`src/rtl/cpu6502_ldst.sv`:
```
// 6502 load/store/transfer subset core with cycle-accurate bus timing and page-cross penalties.
// Define CPU6502_RESET_VECTOR_EN to fetch the start address from FFFC/FFFD after reset.
module cpu6502_ldst #(
  parameter logic [15:0] RESET_PC = 16'h0000
) (
  input  logic        clk,
  input  logic        reset,
  input  logic        rdy,
  input  logic [7:0]  di,
  output logic [15:0] ab,
  output logic [7:0]  dout,
  output logic        we,
  output logic        sync,
  output logic [7:0]  a_q,
  output logic [7:0]  x_q,
  output logic [7:0]  y_q,
  output logic [1:0]  nz_q
);

  typedef enum logic [3:0] {
    StVecLo, StVecHi, StFetch, StOp1, StZpIdx, StAbsHi, StAbsIdx, StFixup, StMem
  } state_e;
  typedef enum logic [2:0] {MImp, MImm, MZp, MZpX, MZpY, MAbs, MAbsX, MAbsY} mode_e;
  typedef enum logic [1:0] {RegA, RegX, RegY} reg_e;

  state_e      state_q, state_d;
  logic [15:0] pc_q, pc_d, ab_d;
  logic [7:0]  ir_q, ir_d, lo_q, lo_d, hi_q, hi_d, dout_d;
  logic [7:0]  a_d, x_d, y_d;
  logic [1:0]  nz_d;
  logic        carry_q, carry_d, we_d, sync_d;

  mode_e       mode;
  reg_e        rsel, wr_sel;
  logic        store, wr_en, go_fetch, go_mem;
  logic [7:0]  reg_val, idx, wr_val;
  logic [8:0]  idx_sum;
  logic [15:0] fetch_addr, mem_addr;
  state_e      mem_st;

  always_comb begin
    mode  = MImp;
    store = 1'b0;
    rsel  = RegA;
    case (ir_q)
      8'hA9: mode = MImm;
      8'hA5: mode = MZp;
      8'hB5: mode = MZpX;
      8'hAD: mode = MAbs;
      8'hBD: mode = MAbsX;
      8'hB9: mode = MAbsY;
      8'hA2: begin mode = MImm;  rsel = RegX; end
      8'hA6: begin mode = MZp;   rsel = RegX; end
      8'hB6: begin mode = MZpY;  rsel = RegX; end
      8'hAE: begin mode = MAbs;  rsel = RegX; end
      8'hBE: begin mode = MAbsY; rsel = RegX; end
      8'hA0: begin mode = MImm;  rsel = RegY; end
      8'hA4: begin mode = MZp;   rsel = RegY; end
      8'hB4: begin mode = MZpX;  rsel = RegY; end
      8'hAC: begin mode = MAbs;  rsel = RegY; end
      8'hBC: begin mode = MAbsX; rsel = RegY; end
      8'h85: begin mode = MZp;   store = 1'b1; end
      8'h95: begin mode = MZpX;  store = 1'b1; end
      8'h8D: begin mode = MAbs;  store = 1'b1; end
      8'h9D: begin mode = MAbsX; store = 1'b1; end
      8'h99: begin mode = MAbsY; store = 1'b1; end
      8'h86: begin mode = MZp;   store = 1'b1; rsel = RegX; end
      8'h96: begin mode = MZpY;  store = 1'b1; rsel = RegX; end
      8'h8E: begin mode = MAbs;  store = 1'b1; rsel = RegX; end
      8'h84: begin mode = MZp;   store = 1'b1; rsel = RegY; end
      8'h94: begin mode = MZpX;  store = 1'b1; rsel = RegY; end
      8'h8C: begin mode = MAbs;  store = 1'b1; rsel = RegY; end
      default: ;
    endcase
  end

  assign reg_val = (rsel == RegX) ? x_q : (rsel == RegY) ? y_q : a_q;
  assign idx     = (mode == MZpY || mode == MAbsY) ? y_q : x_q;
  assign idx_sum = {1'b0, lo_q} + {1'b0, idx};

  always_comb begin
    state_d    = state_q;
    pc_d       = pc_q;
    ir_d       = ir_q;
    lo_d       = lo_q;
    hi_d       = hi_q;
    carry_d    = carry_q;
    ab_d       = ab;
    dout_d     = dout;
    we_d       = 1'b0;
    sync_d     = 1'b0;
    wr_en      = 1'b0;
    wr_sel     = rsel;
    wr_val     = di;
    go_fetch   = 1'b0;
    go_mem     = 1'b0;
    fetch_addr = pc_q;
    mem_addr   = ab;
    mem_st     = StMem;
    case (state_q)
      StVecLo: begin
        pc_d[7:0] = di;
        ab_d      = 16'hFFFD;
        state_d   = StVecHi;
      end
      StVecHi: begin
        pc_d       = {di, pc_q[7:0]};
        go_fetch   = 1'b1;
        fetch_addr = {di, pc_q[7:0]};
      end
      StFetch: begin
        ir_d    = di;
        pc_d    = pc_q + 16'd1;
        ab_d    = pc_q + 16'd1;
        state_d = StOp1;
      end
      StOp1: begin
        if (mode != MImp) begin
          lo_d = di;
          pc_d = pc_q + 16'd1;
        end
        case (mode)
          MImm: begin
            wr_en      = 1'b1;
            go_fetch   = 1'b1;
            fetch_addr = pc_q + 16'd1;
          end
          MImp: begin
            // Dummy read at PC; PC stays on the next opcode.
            go_fetch = 1'b1;
            case (ir_q)
              8'hAA: begin wr_en = 1'b1; wr_sel = RegX; wr_val = a_q; end
              8'h8A: begin wr_en = 1'b1; wr_sel = RegA; wr_val = x_q; end
              8'hA8: begin wr_en = 1'b1; wr_sel = RegY; wr_val = a_q; end
              8'h98: begin wr_en = 1'b1; wr_sel = RegA; wr_val = y_q; end
              8'hE8: begin wr_en = 1'b1; wr_sel = RegX; wr_val = x_q + 8'd1; end
              8'hC8: begin wr_en = 1'b1; wr_sel = RegY; wr_val = y_q + 8'd1; end
              8'hCA: begin wr_en = 1'b1; wr_sel = RegX; wr_val = x_q - 8'd1; end
              8'h88: begin wr_en = 1'b1; wr_sel = RegY; wr_val = y_q - 8'd1; end
              default: ;
            endcase
          end
          MZp: begin
            go_mem   = 1'b1;
            mem_addr = {8'h00, di};
          end
          MZpX, MZpY: begin
            ab_d    = {8'h00, di};
            state_d = StZpIdx;
          end
          default: begin
            ab_d    = pc_q + 16'd1;
            state_d = StAbsHi;
          end
        endcase
      end
      StZpIdx: begin
        go_mem   = 1'b1;
        mem_addr = {8'h00, idx_sum[7:0]};
      end
      StAbsHi: begin
        hi_d = di;
        pc_d = pc_q + 16'd1;
        if (mode == MAbs) begin
          go_mem   = 1'b1;
          mem_addr = {di, lo_q};
        end else begin
          ab_d    = {di, idx_sum[7:0]};
          carry_d = idx_sum[8];
          state_d = StAbsIdx;
        end
      end
      StAbsIdx: begin
        if (!store && !carry_q) begin
          wr_en    = 1'b1;
          go_fetch = 1'b1;
        end else begin
          go_mem   = 1'b1;
          mem_st   = StFixup;
          mem_addr = {hi_q + {7'd0, carry_q}, idx_sum[7:0]};
        end
      end
      StFixup, StMem: begin
        wr_en    = !store;
        go_fetch = 1'b1;
      end
      default: go_fetch = 1'b1;
    endcase

    if (go_fetch) begin
      state_d = StFetch;
      ab_d    = fetch_addr;
      sync_d  = 1'b1;
    end
    if (go_mem) begin
      state_d = mem_st;
      ab_d    = mem_addr;
      we_d    = store;
      if (store) dout_d = reg_val;
    end

    a_d  = a_q;
    x_d  = x_q;
    y_d  = y_q;
    nz_d = nz_q;
    if (wr_en) begin
      nz_d = {wr_val[7], wr_val == 8'h00};
      case (wr_sel)
        RegX:    x_d = wr_val;
        RegY:    y_d = wr_val;
        default: a_d = wr_val;
      endcase
    end
  end

  always_ff @(posedge clk or posedge reset) begin
    if (reset) begin
`ifdef CPU6502_RESET_VECTOR_EN
      state_q <= StVecLo;
      ab      <= 16'hFFFC;
      sync    <= 1'b0;
      pc_q    <= 16'h0000;
`else
      state_q <= StFetch;
      ab      <= RESET_PC;
      sync    <= 1'b1;
      pc_q    <= RESET_PC;
`endif
      ir_q    <= 8'h00;
      lo_q    <= 8'h00;
      hi_q    <= 8'h00;
      carry_q <= 1'b0;
      a_q     <= 8'h00;
      x_q     <= 8'h00;
      y_q     <= 8'h00;
      nz_q    <= 2'b00;
      we      <= 1'b0;
      dout    <= 8'h00;
    end else if (rdy) begin
      state_q <= state_d;
      ab      <= ab_d;
      sync    <= sync_d;
      pc_q    <= pc_d;
      ir_q    <= ir_d;
      lo_q    <= lo_d;
      hi_q    <= hi_d;
      carry_q <= carry_d;
      a_q     <= a_d;
      x_q     <= x_d;
      y_q     <= y_d;
      nz_q    <= nz_d;
      we      <= we_d;
      dout    <= dout_d;
    end
  end

endmodule

```
`config.mk`:
```
export PLATFORM = sky130hd
export DESIGN_NAME = cpu6502_ldst
export DESIGN_NICKNAME = d
export VERILOG_FILES = /design/src/rtl/cpu6502_ldst.sv
export SDC_FILE = /design/constraint.sdc
export NUM_CORES = 1
export LEC_CHECK = 0
export CAP_MARGIN = 20
export CORE_MARGIN = 2
export CORE_UTILIZATION = 55
export DETAILED_ROUTE_END_ITERATION = 10
export PLACE_DENSITY = 0.74
export RECOVER_POWER = 50
export SETUP_SLACK_MARGIN = 0.4
export SKIP_LAST_GASP = 1
export SYNTH_ARGS = -nofsm -noshare
export SYNTH_HDL_FRONTEND = slang
export SYNTH_SLANG_ARGS = --single-unit
```
`constraint.sdc`:
```
create_clock -name clk -period 7.45 [get_ports clk]
set_input_delay 1.49 -clock clk [delete_from_list [all_inputs] [get_ports clk]]
set_output_delay 1.49 -clock clk [all_outputs]
set_load 0.01 [all_outputs]
```
## After elaboration in Yosys (flattened, before gate mapping)

Index checks and enable logic that the tools add are counted.

- Flip-flop bits (word level): 97
- Bits of input ports: 11
- Output and inout bits: 52
- Word-level logic and storage cells: 175

- $add $sub $neg: 7
- Equal/unequal tests: 60
- Mux-type cells: 45
- Bitwise operators: 2
- Reductions and logical operators: 46

Operator list:

| cell | count |
|---|---|
| 8-bit equality test (second input constant) | 35 |
| 16-bit two-way mux | 8 |
| 16-bit one-hot mux with 4 select lines | 2 |
| 16-bit one-hot mux with 2 select lines | 2 |
| 8-bit one-hot mux with 7 select lines | 1 |
| 8-bit one-hot mux with 3 select lines | 2 |
| 8-bit two-way mux | 5 |
| 3-bit AND reduction | 8 |
| 8-bit OR reduction | 3 |
| 3-bit one-hot mux with 7 select lines | 1 |
| 4-bit two-way mux | 5 |
| 3-bit OR reduction | 6 |
| 16-bit by 1-bit adder with 16-bit output (second input constant) | 1 |
| 8-bit by 1-bit adder with 8-bit output (second input constant) | 2 |
| 4-bit by 3-bit equality test with 1-bit output (second input constant) | 4 |
| 4-bit one-hot mux with 4 select lines | 1 |
| 2-bit OR reduction | 8 |
| 8-bit by 1-bit subtractor with 8-bit output (second input constant) | 2 |
| 6-bit OR reduction | 2 |
| 11-bit OR reduction | 1 |
| 8-bit by 8-bit adder with 9-bit output | 1 |
| 3-bit equality test (second input constant) | 3 |
| 1-bit two-way mux | 9 |
| 3-bit nonzero test | 3 |
| other kinds (32) | 45 |

## Logic depth before layout (Yosys ltp)

Gate-level depths: netlist of run 1.

- Depth after elaboration: 11
- Mapped depth: 19
- Depth with buffers taken out: 16

## Worst setup path after synthesis of run 1

OpenSTA, ideal clock, no wires.

- Kind: reg-to-reg
- From: register ir_q[3]
- To: register nz_q[0]
- Library setup time: 0.104 ns
- Data arrival time: 4.077 ns
- Data required time: 7.346 ns
- Slack: 3.269 ns
- Cell stages (with the launch flop): 11
- Path buffers: 1
- Clock period less this slack: 4.181 ns
- Path through: dfrtp_1 clkbuf_1 nor4bb_1 nor4b_1 fa_1 a22oi_1 nand2_1 mux2_4 or3_1 or4_1 o41ai_2

- Cells in the longest elaborated chain, start to end: 8
- Elaborated cells between the ends (all ways): 60
- Those cells by class: eq/ne (36); mux (9); reduce/logical (15)

RTL lines:

| what | RTL line | RTL |
|---|---|---|
| from (decl) | 28 | `logic [7:0] ir_q, ir_d, lo_q, lo_d, hi_q, hi_d, dout_d;` |
| from (signal assigned) | 244 | `ir_q <= ir_d;` |
| branches (longest 8 deep; another with 8-bit equality test) | - |  |
| to (signal assigned) | 251 | `nz_q <= nz_d;` |
| to (decl) | 17 | `output logic [1:0] nz_q` |

Parallel ways; which one is timed is not known.
A chain may end at the register's enable or synchronous reset.

## Final worst setup path of run 1

- From: input port rdy
- To: register pc_q[5]

- Cells in the longest elaborated chain, start to end: 1

RTL lines:

| what | RTL line | RTL |
|---|---|---|
| from (decl) | 8 | `input logic rdy,` |
| 3-bit AND reduction (no source line) | - |  |
| to (signal assigned) | 243 | `pc_q <= pc_d;` |
| to (decl) | 27 | `logic [15:0] pc_q, pc_d, ab_d;` |

No other way between the ends.

==> results of run 1 <==
[sequential cells by signal (all words and copies together) (netlist names)]
name,flops
ab,16
pc_q,16
a_q,8
dout,8
hi_q,8
ir_q,8
lo_q,8
x_q,8
y_q,8
state_q,4
nz_q,2
carry_q,1
sync,1
we,1
[power groups by stage]
stage | clock (W) | sequential [W] | combinational (W)
2_1_floorplan | 0 | 0.000966 | 0.00131
3_3_place_gp | 0 | 0.00111 | 0.00172
3_5_place_dp | 0 | 0.00113 | 0.00175
4_1_cts | 0.000472 | 0.00112 | 0.00176
5_1_grt | 0.000495 | 0.00117 | 0.00192
6_report | 0.000467 | 0.00113 | 0.00176
[critical path, stage by stage]
cell and delay, ns:
dlygate4sd3_1 0.52, clkbuf_1 0.89, inv_1 0.72, nor2_1 0.41, nand3_1 0.49, o21ai_0 0.31, o21ai_0 0.12
[through the flow]
step / utilization (%) / instance area, um^2 / std cells / hold WS, ns / total power, W
floorplan: - / 7547 / 863 / 0.4862 / 0.002279
global placement: 61.50 / 8209 / 1043 / 0.4738 / 0.002828
detailed placement: 61.54 / 8214 / 1044 / 0.4711 / 0.002878
CTS: 63.70 / 8503 / 1060 / 0.4872 / 0.003352
global route: 63.76 / 8511 / 1062 / 0.4847 / 0.003580
finish: 63.76 / 8511 / 1062 / 0.4801 / 0.003360
[cell families after synthesis]
kind of cell | Yosys count
flops | 97
mux | 80
simple gates | 279
buf+inv | 85
fa+ha+maj | 30
xor+xnor | 46
compound gates | 246
[cells in the final DEF (no fill, tap or decap), types with 4 or more instances in the layout]
| cell type | n |
|---|---|
| a222oi_1 | 5 |
| and2_1 | 6 |
| nand2_1 | 77 |
| o221ai_1 | 8 |
| xnor2_1 | 27 |
| xor2_1 | 19 |
| and3_1 | 9 |
| buf_4 | 9 |
| clkdlybuf4s50_1 | 15 |
| dfrtp_1 | 95 |
| a31oi_1 | 15 |
| nand2b_1 | 10 |
| o31ai_1 | 5 |
| a22oi_1 | 10 |
| mux2i_1 | 12 |
| nor3b_1 | 4 |
| a211oi_1 | 6 |
| o211ai_1 | 7 |
| o21ai_0 | 53 |
| nor3_1 | 25 |
| inv_1 | 17 |
| ha_1 | 27 |
| a221oi_1 | 18 |
| o22a_1 | 8 |
| a21oi_1 | 51 |
| or3_1 | 6 |
| nand3_1 | 23 |
| nor4b_1 | 4 |
| a21o_1 | 10 |
| or2_2 | 8 |
| clkbuf_16 | 9 |
| a221o_1 | 9 |
| nor2b_1 | 13 |
| o22ai_1 | 8 |
| mux2_2 | 66 |
| dlygate4sd3_1 | 47 |
| nor2_1 | 71 |
| a2111oi_0 | 6 |
[area by class of cell]
type | count | area [um^2]
Timing Repair Buffer | 74 | 701.9
Tap cell | 176 | 220.2
Clock buffer | 10 | 239.0
Clock inverter | 6 | 50.05
Fill cell | 1126 | 4837
Multi-Input combinational cell | 681 | 4801
Sequential cell | 97 | 2430
Inverter | 18 | 68.82
[metal layers]
| layer | global-route usage, % | wire, um |
|---|---|---|
| met1 | 45.23 | 9909 |
| met2 | 49.16 | 10510 |
| met3 | 6.203 | 2138 |
| met4 | 14.51 | 846 |
| met5 | 0 | 0 |
[worst max-delay path by stage]
| stage | endpoint | cells after the start | from | slack [ns] |
|---|---|---|---|---|
| after floorplan | nz_q[0] | 10 | ir_q[3] | 3.27 |
| after global placement | ab[6] | 16 | ir_q[7] | 3.06 |
| after detailed placement | ab[6] | 16 | ir_q[7] | 2.85 |
| after CTS | ab[6] | 16 | ir_q[7] | 2.82 |
| after global routing | pc_q[5] | 7 | rdy | 2.32 |
| final | pc_q[5] | 7 | rdy | 2.69 |
==> flow_summary.toml, run 1 <==
[placement]
post-place-ws_ns = 2.854
numPortBuffers = 62
globalplace.congestion = 0.9945
dp_hpwl_um = 16470

[critical_path]
critPathMaxFanout = 28
worstRegToRegCells = 16
crit_arrival_ns = 4.97
endpoint_kind = "flip-flop"
cp-start-kind = "primary input"
r2r-end = "ab[6]"
required_ns = 7.66
reg2reg_from = "ir_q[7]"
path_class = "primary input to flip-flop"
ff2ff_setup_slack_ns = 2.74

[sta]
fin_worst_skew_ns = 0.01222
fmax_mhz = 210.1
min_period_over_period_pct = 63.89
maxSlewViolCount = 46
setup_viol = 0
tightest_slew_ns = 2.197
setup-tns-final_ns = 0
rsz0062_at_grt = "no"
setup_ws_ns = 2.690
maxSlewHeadroom_pct = -47.30
min_period_ns = 4.760
finalHoldViolCount = 0

[route]
final_antenna_net_count = 0
routedWlPerCell_um = 22.04
drt_iter0_drc = 1147
vias = 7174
routed_wl_um = 23410
dr.pass1.iters = 6
drc = 0
viasPerCell = 6.755

[yosys]
synth.avg_cell_area_um2 = 8.745
synthSimpleGateAreaFrac_pct = 18.55
synth_seq_cells = 97
yosys_warnings = 0
ys.flop_type = "dfrtp_1"
synth_top_area_share_pct = 31.50
syn_nets = 904
synth_cell_types = 73
synth-edff-count = 0
synth_adder_area_share_pct = 5.272
ys_top_cells_by_area = "dfrtp_1 (31%), mux2_2 (9.8%), ha_1 (4.5%)"
synth_top_family_by_area = "compound AO/OA/AOI/OAI gates"
synth-compound-area-share_pct = 22.41
yosysTopAreaCell = "dfrtp_1"
async_flop_share_pct = 100.0
synth.yosys.seq_area_share_pct = 32.19
synth_area_um2 = 7547
yosysMostFrequentCell = "dfrtp_1"
muxShareOfSynthArea_pct = 11.84
syn_inst = 863
netlist_top_cells_count = "dfrtp_1 (95), nand2_1 (77), nor2_1 (71)"
synthXorXnorAreaFrac_pct = 5.338

[outcome]
status = "complete, but fails checks"
failed_checks = "max-capacitance violations, max-slew violations"

[die]
initial_core_util_pct = 56.54
fp-row-count = 42
die_y_um = 121.1
coreArea_um2 = 13350
die_area_um2 = 14670
die_x_um = 121.1
ioPinCount = 63

[min_path]
hold_class = "flip-flop to flip-flop"
holdPathEnd = "we"
min-delay-start = "we"
hold-path-cell-count = 1

[global_route]
grt_pass1_wl_um = 37320
grt_antenna_before_repair = 0
grt-ovfl-total = 0
grt_pass1_vias = 6896
track_usage_pct = 32.49
grt_max_degree = 54

[power_and_ir_drop]
p_per_area_nw_per_um2 = 394.7
p_leak_nw = 3.594
p_comb_share_pct = 52.5
switchingPower_w = 0.001565
switching_share_pct = 46.59
p_seq_share_pct = 33.6
p_clk_share_pct = 13.9
p_int_w = 0.001794
peakVddDrop_mv = 0.1981

[cts]
cts.clk_slew.worst_paths_ns = 0.07
cts_sinks = 97
cts.repair.resized = 0
cts_root_buf = "clkbuf_16"
clk_latency_ns = 0.36
post-cts-setup-buffers = 0
cts_buffers = 9
cts_tree = "built"
cts.htree.levels = 3
hold_buffers = 0
clockBufferDepth = 2

[final_layout]
syn_to_final_growth_pct = 12.77
antenna_cells = 0
drive_gt1_share_pct = 13.09
nNetsFinal = 922

[job]
drv_cap = 1
No activity file was read; power rests on OpenSTA's default activity.
==> inputs of run 2 (changes only) <==
- clock period: 7.45 -> 4.9 ns (I/O delays scaled with it)
==> flow_summary.toml, run 2 (synthesis results as in run 1) <==
[critical_path]
path_class = "flip-flop to flip-flop"
ff2ff_setup_slack_ns = 0.64
crit_arrival_ns = 4.57
endpoint_kind = "flip-flop"
critPathMaxFanout = 14
r2r-end = "ab[6]"
cp-start-kind = "flip-flop"
worstRegToRegCells = 17
required_ns = 5.20
reg2reg_from = "ir_q[4]"

[placement]
numPortBuffers = 62
dp_hpwl_um = 16610
globalplace.congestion = 1.014
post_dp_cell_area_um2 = 8277

[sta]
hold-worst-slack_ns = 0.4904
maxSlewHeadroom_pct = -86.00
setup-tns-final_ns = 0
fmax_mhz = 234.5
finalHoldViolCount = 0
maxSlewViolCount = 71
tightest_slew_ns = 2.787
min_period_ns = 4.264
rsz0062_at_grt = "no"
min_period_over_period_pct = 87.03
setup_viol = 0
fin_worst_skew_ns = 0.01124

[cts]
cts_buffers = 9
hold_buffers = 0
cts_sinks = 97
cts_tree = "built"
cts.htree.levels = 3
cts.repair.resized = 0
clk_latency_ns = 0.36
cts.clk_slew.worst_paths_ns = 0.08
cts_root_buf = "clkbuf_16"
post-cts-setup-buffers = 0
clockBufferDepth = 2

[final_layout]
nNetsFinal = 928
layout_commonest_cell = "dfrtp_1"
layout_common_cells = "dfrtp_1 (91), nand2_1 (77), nor2_1 (71)"
final_area_um2 = 8613
antenna_cells = 0
syn_to_final_growth_pct = 14.12
drive_gt1_share_pct = 14.35
top_regs = "ab: 16 flops, pc_q: 16 flops"
fill_cells = 1138

[die]
fp-row-count = 42
die_area_um2 = 14670
ioPinCount = 63
coreArea_um2 = 13350
die_x_um = 121.1
initial_core_util_pct = 56.54
die_y_um = 121.1

[min_path]
min-delay-start = "we"
hold-path-cell-count = 1
holdPathEnd = "we"
hold_class = "flip-flop to flip-flop"

[global_route]
track_usage_pct = 32.90
grt-ovfl-total = 0
grt_max_degree = 71
grt_antenna_before_repair = 0
grt_pass1_vias = 6986
grt_pass1_wl_um = 37520

[route]
viasPerCell = 6.718
drt_iter0_drc = 745
final_antenna_net_count = 0
routed_wl_um = 23820
drc = 0
routedWlPerCell_um = 22.30
dr.pass1.iters = 5
vias = 7175

[job]
drv_cap = 1

[power_and_ir_drop]
p_leak_nw = 3.613
peakVddDrop_mv = 0.3218
power_w = 0.005247
p_per_area_nw_per_um2 = 609.2

[outcome]
status = "complete, but fails checks"
failed_checks = "max-capacitance violations, max-slew violations"
run 2: cell types whose count changed in the layout (fill, tap and decap cells not counted), sizes merged:
cell	previous run	this run
dlygate4sd3	47	34
inv	20	19
clkinvlp	3	2
buf	11	17
clkdlybuf4s50	15	28
clkbuf	11	10
bufinv	0	2
clkinv	1	2
run 2: stage by stage:
stage          setup WS (ns)  util, %  std cells
3_5_place_dp          0.6658    62.01       1052
3_3_place_gp          0.7700    62.01       1052
2_1_floorplan         0.7194        -        863
4_1_cts               0.5911    64.47       1068
6_report              0.6357    64.53       1068
5_1_grt               0.3142    64.53       1068
run 2: layout make-up:
class / instances / area [um^2] / area share (%)
Multi-Input combinational cell: 681 / 4808 / 55.83
Clock inverter: 7 / 103.9 / 1.206
Tap cell: 176 / 220.2 / 2.557
Inverter: 18 / 67.56 / 0.7844
Sequential cell: 97 / 2435 / 28.27
Timing Repair Buffer: 80 / 753.2 / 8.745
Clock buffer: 9 / 225.2 / 2.615
run 2: per-layer routing:
metal / global-route usage (%) / part of all wire [%] / vias to the layer above
met5: 0 / 0 / -
met4: 14.44 / 3.1 / 0
met3: 6.297 / 8.2 / 63
met2: 52.14 / 46 / 379
met1: 43.90 / 42 / 3484
li1: - / - / 3249
run 2: worst max path at each step:
| stage | end | slack (ns) | startpoint | depth (start not counted) |
|---|---|---|---|---|
| floorplan | nz_q[0] | 0.72 | ir_q[3] | 10 |
| global placement | ab[6] | 0.77 | ir_q[7] | 17 |
| detailed placement | ab[6] | 0.67 | ir_q[4] | 17 |
| CTS | ab[6] | 0.59 | ir_q[4] | 17 |
| global route | x_q[5] | 0.31 | reset | 3 |
| finish | ab[6] | 0.64 | ir_q[4] | 17 |
run 2: critical path, stage by stage, from the launching register on:
cell	delay, ns
dfrtp_2	0.50
or4bb_1	0.61
a211oi_1	0.21
buf_4	0.18
nor2_1	0.04
o211ai_1	0.11
o21ai_0	0.12
and2_2	0.29
mux2_2	0.30
ha_1	0.21
fa_1	0.41
nand3_1	0.09
nand2_1	0.09
a31oi_2	0.25
xnor2_1	0.17
a21oi_1	0.09
a221oi_1	0.32
o22a_1	0.19
run 2: where the power goes:
| part | total (W) | switching (W) | internal, W |
|---|---|---|---|
| combinational | 0.00272 | 0.00148 | 0.00125 |
| sequential | 0.00172 | 0.000583 | 0.00114 |
| clock | 0.000797 | 0.000344 | 0.000453 |
==> inputs of run 3 (changes only) <==
- CORE_UTILIZATION: 55 -> 48
- PLACE_DENSITY: 0.74 -> 0.66
- SKIP_LAST_GASP: 1 -> unset
- clock period: 4.9 -> 5.2 ns (I/O delays scaled with it)
==> flow_summary.toml, run 3 (synthesis results as in run 1) <==
[outcome]
status = "complete, but fails checks"
failed_checks = "max-capacitance violations, max-slew violations"

[die]
ioPinCount = 63
die_x_um = 129.4
die_y_um = 129.4
initial_core_util_pct = 49.46
coreArea_um2 = 15260
die_area_um2 = 16740
fp-row-count = 45

[final_layout]
drive_gt1_share_pct = 13.69
final_core_utilization_pct = 56.29
layout_commonest_cell = "dfrtp_1"
nNetsFinal = 927
top_regs = "ab: 16 flops, pc_q: 16 flops"
layout_common_cells = "dfrtp_1 (95), nand2_1 (77), nor2_1 (71)"
syn_to_final_growth_pct = 13.79
final_area_um2 = 8588
antenna_cells = 0

[sta]
setup_viol = 0
fin_worst_skew_ns = 0.006071
rsz0062_at_grt = "no"
fmax_mhz = 228.2
maxSlewViolCount = 71
min_period_over_period_pct = 84.27
tightest_slew_ns = 3.270
setup-tns-final_ns = 0
finalHoldViolCount = 0
min_period_ns = 4.382
maxSlewHeadroom_pct = -119.2

[global_route]
track_usage_pct = 29.53
busiest_layer = "met2"
grt_pass1_vias = 6778
use_met3_pct = 3.757
grt-ovfl-total = 0
grt_antenna_before_repair = 0
use_met2_pct = 46.16
grt_max_degree = 71
grtUsageMet1_pct = 40.65
grt_pass1_wl_um = 37960

[power_and_ir_drop]
p_per_area_nw_per_um2 = 563.2
peakVddDrop_mv = 0.2632
p_leak_nw = 3.580

[critical_path]
path_buf_inv = 0
slowest_delay_ns = 0.60
path_class = "flip-flop to flip-flop"
worstRegToRegCells = 16
critPathMaxFanout = 11
crit_slowest_cell = "or4bb_1"
path_delay_family = "compound AO/OA/AOI/OAI gates"
cp-start-kind = "flip-flop"
worst-path-stages = 16
crit_chain = "or4bb_1, a211oi_2, nor2_1, o211ai_1, o21ai_0, and2_1, mux2_2, ha_1, fa_1, nand3_1, nand2_1, a31oi_1, xnor2_1, a21oi_1, a221oi_1, o22a_1"
required_ns = 5.50
crit_arrival_ns = 4.68
ff2ff_setup_slack_ns = 0.82
endpoint_kind = "flip-flop"

[cts]
cts_tree = "built"
cts.repair.resized = 0
cts.clk_slew.worst_paths_ns = 0.07
post-cts-setup-buffers = 0
clockBufferDepth = 2
cts.htree.levels = 3
cts_root_buf = "clkbuf_16"
cts_sinks = 97
cts_buffers = 9
hold_buffers = 0
clk_latency_ns = 0.36

[job]
drv_cap = 1

[min_path]
hold-path-cell-count = 1
hold_class = "flip-flop to flip-flop"

[route]
dr.pass1.iters = 7
final_antenna_net_count = 0
viasPerCell = 6.511
vias = 7175
routedWlPerCell_um = 21.93
drc = 0
routed_wl_um = 24170
drt_iter0_drc = 753

[placement]
post_dp_cell_area_um2 = 8295
globalplace.congestion = 0.9211
numPortBuffers = 62
dp_hpwl_um = 17130
run 3: cell count changes in the layout (fill, tap and decap cells not counted), moves of 2 or more:
cell,change
buf_4,-4
dfrtp_1,+4
dfrtp_2,-4
bufinv_16,-2
clkdlybuf4s50_1,+2
dlygate4sd3_1,-2
inv_6,+2
run 3: worst paths after layout:
| check | endpoint | startpoint |
|---|---|---|
| setup reg to reg | ab[6] | ir_q[7] |
| hold / removal | we | we |
| max in group asynchronous | dout[2] | reset |
| setup / recovery | ab[6] | ir_q[7] |
| hold reg to reg | we | we |
| min in group asynchronous | ir_q[1] | reset |
run 3: cell type report:
class                      count  area, um^2
multi-input combinational    681        4806
timing repair buffer          79       739.5
inverter                      18       68.82
tap                          211       264.0
clock inverter                 7       55.05
fill                        1377        6670
clock buffer                   9       225.2
sequential                    97        2430
run 3: metrics by stage:
stage | setup WS [ns] | cells | hold WS, ns | power [W]
after global routing | 0.5273 | 1102 | 0.4973 | 0.005171
after detailed placement | 0.7817 | 1084 | 0.4678 | 0.004166
after CTS | 0.7555 | 1100 | 0.4839 | 0.004824
final | 0.8177 | 1102 | 0.4748 | 0.004837
after global placement | 0.9583 | 1083 | 0.4674 | 0.004096
after floorplan | 1.019 | 863 | 0.4862 | 0.003265
run 3: routing by layer:
metal,part of all wire (%),routed length [um],vias up
met3,6.4,1554,61
met5,0,0,-
met4,4.0,966,0
met2,46,11070,309
li1,-,-,3252
met1,44,10580,3553
run 3: report_power, final:
group          switching, W  internal, W
clock              0.000325     0.000329
sequential         0.000557      0.00107
combinational       0.00138      0.00117
